File: config.mk
export PLATFORM = sky130hd
export DESIGN_NAME = current_fir_sequencer
export DESIGN_NICKNAME = d
export VERILOG_FILES = /design/src/rtl/current_fir_sequencer.sv
export SDC_FILE = /design/constraint.sdc
export NUM_CORES = 1
export LEC_CHECK = 0
export BUFFER_PORTS_ARGS = -buffer_cell sky130_fd_sc_hd__buf_2
export CELL_PAD_IN_SITES_DETAIL_PLACEMENT = 1
export CELL_PAD_IN_SITES_GLOBAL_PLACEMENT = 1
export CORE_MARGIN = 2
export CORE_UTILIZATION = 41
export DETAILED_ROUTE_END_ITERATION = 16
export PLACE_DENSITY = 0.92
export SLEW_MARGIN = 25
export SYNTH_ARGS = -nofsm -noshare
export SYNTH_HDL_FRONTEND = slang
export SYNTH_SLANG_ARGS = --single-unit
File: constraint.sdc
create_clock -name clk -period 3.7 [get_ports clk]
set_input_delay 0.185 -clock clk [delete_from_list [all_inputs] [get_ports clk]]
set_output_delay 0.185 -clock clk [all_outputs]
set_load 0.005 [all_outputs]
File: src/rtl/current_fir_sequencer.sv
// Frame sequencer for current_fir_filter: packs serially arriving channel samples
// into one vector, runs the filter in/out handshakes and flags overruns / lost frames.
module current_fir_sequencer #(
  parameter  int DATA_WIDTH = 16,
  parameter  int DATA_COUNT = 3,
  parameter  int TIMEOUT    = 255,
  localparam int CH_WIDTH   = (DATA_COUNT > 1) ? $clog2(DATA_COUNT) : 1,
  localparam int VW         = DATA_WIDTH * DATA_COUNT
) (
  input  logic                clk,
  input  logic                reset,
  input  logic                frame_start,
  input  logic [DATA_WIDTH-1:0] sample_data,
  input  logic [CH_WIDTH-1:0] sample_channel,
  input  logic                sample_valid,
  output logic [VW-1:0]       fir_in_data,
  output logic                fir_in_valid,
  input  logic                fir_in_ready,
  input  logic [VW-1:0]       fir_out_data,
  input  logic                fir_out_valid,
  output logic                fir_out_ready,
  output logic [VW-1:0]       result_data,
  output logic                result_valid,
  output logic                overrun,
  output logic                incomplete,
  input  logic                clear_errors
);

  localparam int CNT_W = $clog2(TIMEOUT + 1);

  typedef enum logic [1:0] {IDLE, COLLECT, ISSUE, WAIT_RESULT} state_e;

  state_e                                state_q, state_d;
  logic [DATA_COUNT-1:0]                 mask_q, mask_d;
  logic [CNT_W-1:0]                      cnt_q, cnt_d;
  // Packed slots: element DATA_COUNT-1-k holds channel k, so channel 0 lands in the MSBs.
  logic [DATA_COUNT-1:0][DATA_WIDTH-1:0] slot_q, slot_d;
  logic [VW-1:0]                         result_q, result_d;
  logic                                  in_valid_q, in_valid_d;
  logic                                  out_ready_q, out_ready_d;
  logic                                  res_vld_q, res_vld_d;
  logic                                  ovr_q, ovr_d, inc_q, inc_d;
  logic [DATA_COUNT-1:0]                 hit;
  logic                                  accept, ovr_set, inc_set;

  always_comb begin
    hit = '0;
    for (int k = 0; k < DATA_COUNT; k++)
      if (sample_valid && int'(sample_channel) == k) hit[k] = 1'b1;

    state_d   = state_q;
    mask_d    = mask_q;
    cnt_d     = cnt_q;
    slot_d    = slot_q;
    result_d  = result_q;
    res_vld_d = 1'b0;
    ovr_set   = 1'b0;
    inc_set   = 1'b0;
    accept    = 1'b0;

    case (state_q)
      IDLE: begin
        if (frame_start) begin
          accept  = 1'b1;
          mask_d  = hit;
          cnt_d   = '0;
          state_d = (&hit) ? ISSUE : COLLECT;
        end
      end
      COLLECT: begin
        accept  = 1'b1;
        mask_d  = (frame_start ? '0 : mask_q) | hit;
        cnt_d   = frame_start ? '0 : cnt_q + 1'b1;
        inc_set = frame_start;
        // A completing sample beats the timeout on the same cycle.
        if (&mask_d) begin
          state_d = ISSUE;
        end else if (!frame_start && cnt_d == CNT_W'(TIMEOUT)) begin
          state_d = IDLE;
          inc_set = 1'b1;
        end
      end
      ISSUE: begin
        ovr_set = sample_valid | frame_start;
        if (in_valid_q && fir_in_ready) state_d = WAIT_RESULT;
      end
      WAIT_RESULT: begin
        ovr_set = sample_valid | frame_start;
        if (fir_out_valid) begin
          result_d  = fir_out_data;
          res_vld_d = 1'b1;
          state_d   = IDLE;
        end
      end
      default: state_d = IDLE;
    endcase

    if (accept)
      for (int k = 0; k < DATA_COUNT; k++)
        if (hit[k]) slot_d[DATA_COUNT-1-k] = sample_data;

    in_valid_d  = (state_d == ISSUE);
    out_ready_d = (state_d == WAIT_RESULT);
    ovr_d       = ovr_set | (ovr_q & ~clear_errors);
    inc_d       = inc_set | (inc_q & ~clear_errors);
  end

  always_ff @(posedge clk or negedge reset) begin
    if (!reset) begin
      state_q     <= IDLE;
      mask_q      <= '0;
      cnt_q       <= '0;
      slot_q      <= '0;
      result_q    <= '0;
      in_valid_q  <= 1'b0;
      out_ready_q <= 1'b0;
      res_vld_q   <= 1'b0;
      ovr_q       <= 1'b0;
      inc_q       <= 1'b0;
    end else begin
      state_q     <= state_d;
      mask_q      <= mask_d;
      cnt_q       <= cnt_d;
      slot_q      <= slot_d;
      result_q    <= result_d;
      in_valid_q  <= in_valid_d;
      out_ready_q <= out_ready_d;
      res_vld_q   <= res_vld_d;
      ovr_q       <= ovr_d;
      inc_q       <= inc_d;
    end
  end

  assign fir_in_data   = slot_q;
  assign fir_in_valid  = in_valid_q;
  assign fir_out_ready = out_ready_q;
  assign result_data   = result_q;
  assign result_valid  = res_vld_q;
  assign overrun       = ovr_q;
  assign incomplete    = inc_q;

endmodule

# After elaboration in Yosys (flattened, before gate mapping)
# Cells that the tools add are included.
# classes
eq_ne	9
n_addsub	1
muxes	24
n_reduce_logical	17
bitwise	7
# op_table
operator	n
$mux 8	2
$pmux 8 s2	1
$eq 2x2->1 const B	6
$mux 2	6
$mux 1	10
$reduce_and 2->1	5
$add 8x1->8 const B	1
$eq 8x8->1 const B	1
$pmux 2 s4	1
$mux 3	2
$pmux 3 s2	1
$reduce_and 3->1	2
$logic_and 1x1->1	5
$logic_not 2->1	2
$or 1x1->1	3
$or 3x3->3	1
$and 1x1->1	2
$eq 2x1->1 const B	1
$ne 2x2->1 const B	1
$pmux 1 s2	1
$reduce_bool 2->1	1
$reduce_or 2->1	1
$logic_not 1->1	1
$not 1->1	1
# totals
out_inout_bits	101
regBits	114
elab_cells	70
inputBits	73

# Longest topological paths before layout
# depth
word_depth	8
ltp_mapped	6
mapped_depth_nobuf	6

# Least setup slack after synthesis
# OpenSTA, ideal clock, no wires.
# synth_path
path_type	register to register
startpoint	register cnt_q[0]
endpoint	register state_q[0]
setup_slack_ns	1.860
t_required_ns	3.576
setup_ns	0.124
path_buffers	0
arrival_ns	1.717
path_stages_with_launch	7
period_less_slack_ns	1.840
cell_sequence	dfrtp_1 -> ha_1 -> nor2b_1 -> or4b_1 -> nand2_2 -> o211ai_1 -> a211o_1
# synth_via
elab_chain_len	7
# synth_rtl
item	line	rtl
start: declaration	35	logic [CNT_W-1:0] cnt_q, cnt_d;
start signal: assignment	123	cnt_q <= cnt_d;
$add 8x1->8	73	cnt_d = frame_start ? '0 : cnt_q + 1'b1;
$mux 8	73	
$eq 8x8->1	78	end else if (!frame_start && cnt_d == CNT_W'(TIMEOUT)) begin
$logic_and 1x1->1	78	
$mux 2	78	
$mux 2	76	if (&mask_d) begin
$pmux 2 s4	61	case (state_q)
named net state_d[0]	33	state_e state_q, state_d;
end signal: assignment	121	state_q <= state_d;
end: declaration	33	
# The timed path passes the listed nets, and every way through them passes these cells.
# A chain may end at the register's enable or synchronous reset.

# Worst setup path after layout
# layout_path
startpoint	register state_q[1]
endpoint	register slot_q (netlist bit fir_in_data[45])
# layout_via
elab_chain_len	3
elab_cells_between_ends	4
classes_between	eq/ne (1); mux (1); reduce/logical (2)
# layout_rtl
item	line	rtl
$eq 2x1->1 or $logic_not 2->1 (tied branches)	61	
$pmux 1 s2 (*)	61	
$reduce_and 2->1 (no source line) (*)	--	
end signal: assignment	124	slot_q <= slot_d;
end: declaration	37	logic [DATA_COUNT-1:0][DATA_WIDTH-1:0] slot_q, slot_d;
# Every way passes the cells marked *; elsewhere a longest branch is shown, timed or not.

==> key figures <==
Clocking
  • Post CTS Setup Buffer Count: 0
  • Post-CTS Resized: 0
  • Clk buf depth: 2
  • Max H-tree Level: 4
  • CTS buffer count: 17
  • Clk root buf: clkbuf_16
  • Clock-pin slew on the worst setup and hold paths: 0.05 ns
  • CTS tree: built
  • CTS sink cnt: 114
  • Worst skew pair latency: 0.41 ns

Synth
  • Post-synthesis mux area share: 23.7%
  • FF+latch count, synth: 114
  • Synthesized area: 4650 um2
  • Synth warn: 0
  • XOR/XNOR Fraction of Synth Area: 0%
  • Dominant cell type by area after synthesis: dfrtp_1
  • Main flop type after synthesis: dfrtp_1
  • Share of the synthesized area in the top cell type: 61.4%
  • Post-Synth Simple-Gate Area: 7.48%
  • Sequential share of the synthesized area: 61.4%
  • Compound-Gate Fraction of Synth Area: 4.76%
  • FFs w/ async S/R, synth: 100%
  • Synth Area in Adders: 0.269%
  • Mapped Avg Cell Area: 14.2 um2
  • Cells after Synth: 328
  • Largest family of logic cells by synthesized area: multiplexers
  • Post-Syn Nets: 402
  • Dominant cells by area after synthesis: dfrtp_1, mux2_2, nand2_1
  • Synth cell types: 41
  • Post-synth EDFFs: 0

Place
  • GP Congestion: 0.715
  • Dpl cell area: 5610 um2
  • Post-DP HPWL: 8.65 mm
  • Port Buffer Count: 173

Power
  • VDD IR max: 422 uV
  • Static leakage: 3.03 nW
  • Power consumption: 5.36 mW
  • Cell Pwr Density: 863 nW/um2

STA
  • Max-slew violations: 0
  • Setup Skew: 0.00796 ns
  • Unrepaired setup endpoints after global routing: false
  • Tmin final: 2.45 ns
  • Final setup violation count: 0
  • FMAX: 0.408 GHz
  • Slew of the pin with the lowest slew margin: 0.868 ns
  • Final hold vios: 0
  • Setup TNS: 0 ns
  • Fin crit share: 66.3%
  • Relative slew slack: 42.2%

Floorplanning
  • Die H: 110 um
  • Starting Density: 42.5%
  • Die width: 110 um
  • Top-level I/O count: 174
  • Die ar.: 12200 um2
  • Row count: 38
  • CORE AREA: 10900 um2

Finish
  • Final Cell Area: 6210 um2
  • Final nets: 582
  • Layout cell share with drive strength beyond 1: 58.0%
  • Area growth syn-to-layout: 33.6%
  • Antenna cells: 0

GRT
  • Largest net degree at the start of global routing: 61
  • Antenna violations before repair: 0
  • Total gr overflow: 0
  • Vias in the first global route: 3989
  • First-pass GRT wire length: 21.3 mm
  • Gr usage total: 22.3%

Setup path
  • Startpoint Class: flop
  • Crit Path Category: reg -> reg
  • Crit-path max FO: 25
  • CP cell instances: o21bai_1 > nor2_1 > and2_1 > mux2_2
  • Worst Path Required: 3.99 ns
  • Setup crit end kind: flop
  • CP Data Arrival Time: 2.74 ns
  • CP max stage delay: 0.73 ns
  • Crit path max-delay cell type: and2_1

Flow run
  • Max-cap violations: 0

Drt
  • Antenna Nets Post-Route: 0
  • Routed via count: 3404
  • Wire per inst: 19.7 um
  • Post-Route WL: 13.0 mm
  • TritonRoute pass-1 iters: 4
  • DRC: 0
  • 1st-iter DRT viols: 100
  • Routed vias/inst: 5.17

Outcome
  • Run status: completed

Hold path
  • Min-Delay Path Class: in -> reg
cell families after synthesis:
group | after synthesis
buffers and inverters | 18
and+or+nand+nor | 60
DFF | 114
adders and majority gates | 1
muxes | 98
AOI/OAI and AO/OA | 37
timing repair:
item / in CTS / in global routing
hold endpoints to repair: 58 / 1
hold buffers: 1 / 1
setup endpoints to repair: 0 / 0
critical path, delay by kind of cell (launching register included):
family,cells,cell delay [ns]
multiplexers,1,0.43
flip-flops,1,0.63
AO/OA/AOI/OAI,1,0.35
AND/OR/NAND/NOR,2,0.93
per-layer routing:
metal / share of wire [%] / vias up / track usage, %
li1: - / 1516 / -
met1: 38 / 1747 / 24.0
met2: 55 / 112 / 40.6
met3: 5.0 / 29 / 6.75
met4: 2.5 / 0 / 9.50
met5: 0 / - / 0
sequential cells by signal (all words and copies together), names as in the netlist, 2 cells and up:
register / flops
fir_in_data: 48
result_data: 48
cnt_q: 8
mask_q: 3
state_q: 2
final cells by class:
class	instances	area (um2)
well taps	140	175
fillers	1156	4720
multi-input cells	196	1690
flip-flops and latches	114	2850
inverters	2	7.51
repair buffers	177	903
clock inverters	5	75.1
clock buffers	25	505
cells in the mapped netlist, types with 2 or more instances:
cell	n
a21o_1	5
a21oi_1	13
and2_1	2
and2b_1	3
and3_1	2
buf_2	7
buf_4	3
buf_6	2
clkbuf_1	3
dfrtp_1	114
inv_1	2
mux2_1	6
mux2_2	91
nand2_1	20
nand2b_1	2
nand3_1	5
nor2_1	4
nor2b_1	3
nor3_1	3
o211ai_1	2
o21ai_0	12
o31ai_1	2
or4_1	4
power breakdown:
part           total (mW)  switching (mW)  internal (mW)
clock                1.59           0.525           1.07
sequential           2.19           0.373           1.82
combinational        1.58           0.676          0.900
total                5.36            1.57           3.79
stage by stage:
step | setup slack, ns | util (%) | instances | hold slack (ns)
2_1_floorplan | 1.86 | - | 328 | -0.111
3_3_place_gp | 1.37 | 51.2 | 627 | 0.285
3_5_place_dp | 1.33 | 51.3 | 627 | 0.298
4_1_cts | 1.31 | 56.7 | 658 | 0.00304
5_1_grt | 1.10 | 56.8 | 659 | 0.00188
6_report | 1.25 | 56.8 | 659 | 0.0116
cell usage in the layout (no fill, tap or decap), types with 2 or more instances in the layout:
cell           count
clkbuf_16         17
clkbuf_8           5
dlygate4sd3_1      2
buf_2            172
o211ai_1           2
mux2_2            91
dfrtp_1          114
a21oi_1           13
and2_1             2
or4_1              4
bufinv_16          2
mux2_1             6
buf_4              3
nor2b_1            3
a21o_1             5
clkinv_2           3
and2b_1            3
nor2_1             4
o21ai_0           12
o31ai_1            2
nand2_1           20
clkbuf_1           3
nand3_1            5
nor3_1             3
nand2b_1           2
inv_1              2
worst paths after layout:
check,from,endpoint,slack (ns),depth (start not counted)
min in group asynchronous,reset,fir_in_data[25],0.39,2
max in group asynchronous,reset,result_data[16],2.39,3
worst max register to register,state_q[1],fir_in_data[45],1.25,4
worst min register to register,mask_q[1],mask_q[1],0.48,1
worst min-delay path,fir_out_data[42],result_data[42],0.01,2
worst max-delay path,state_q[1],fir_in_data[45],1.25,4
Power figures use the tool's default switching activity.
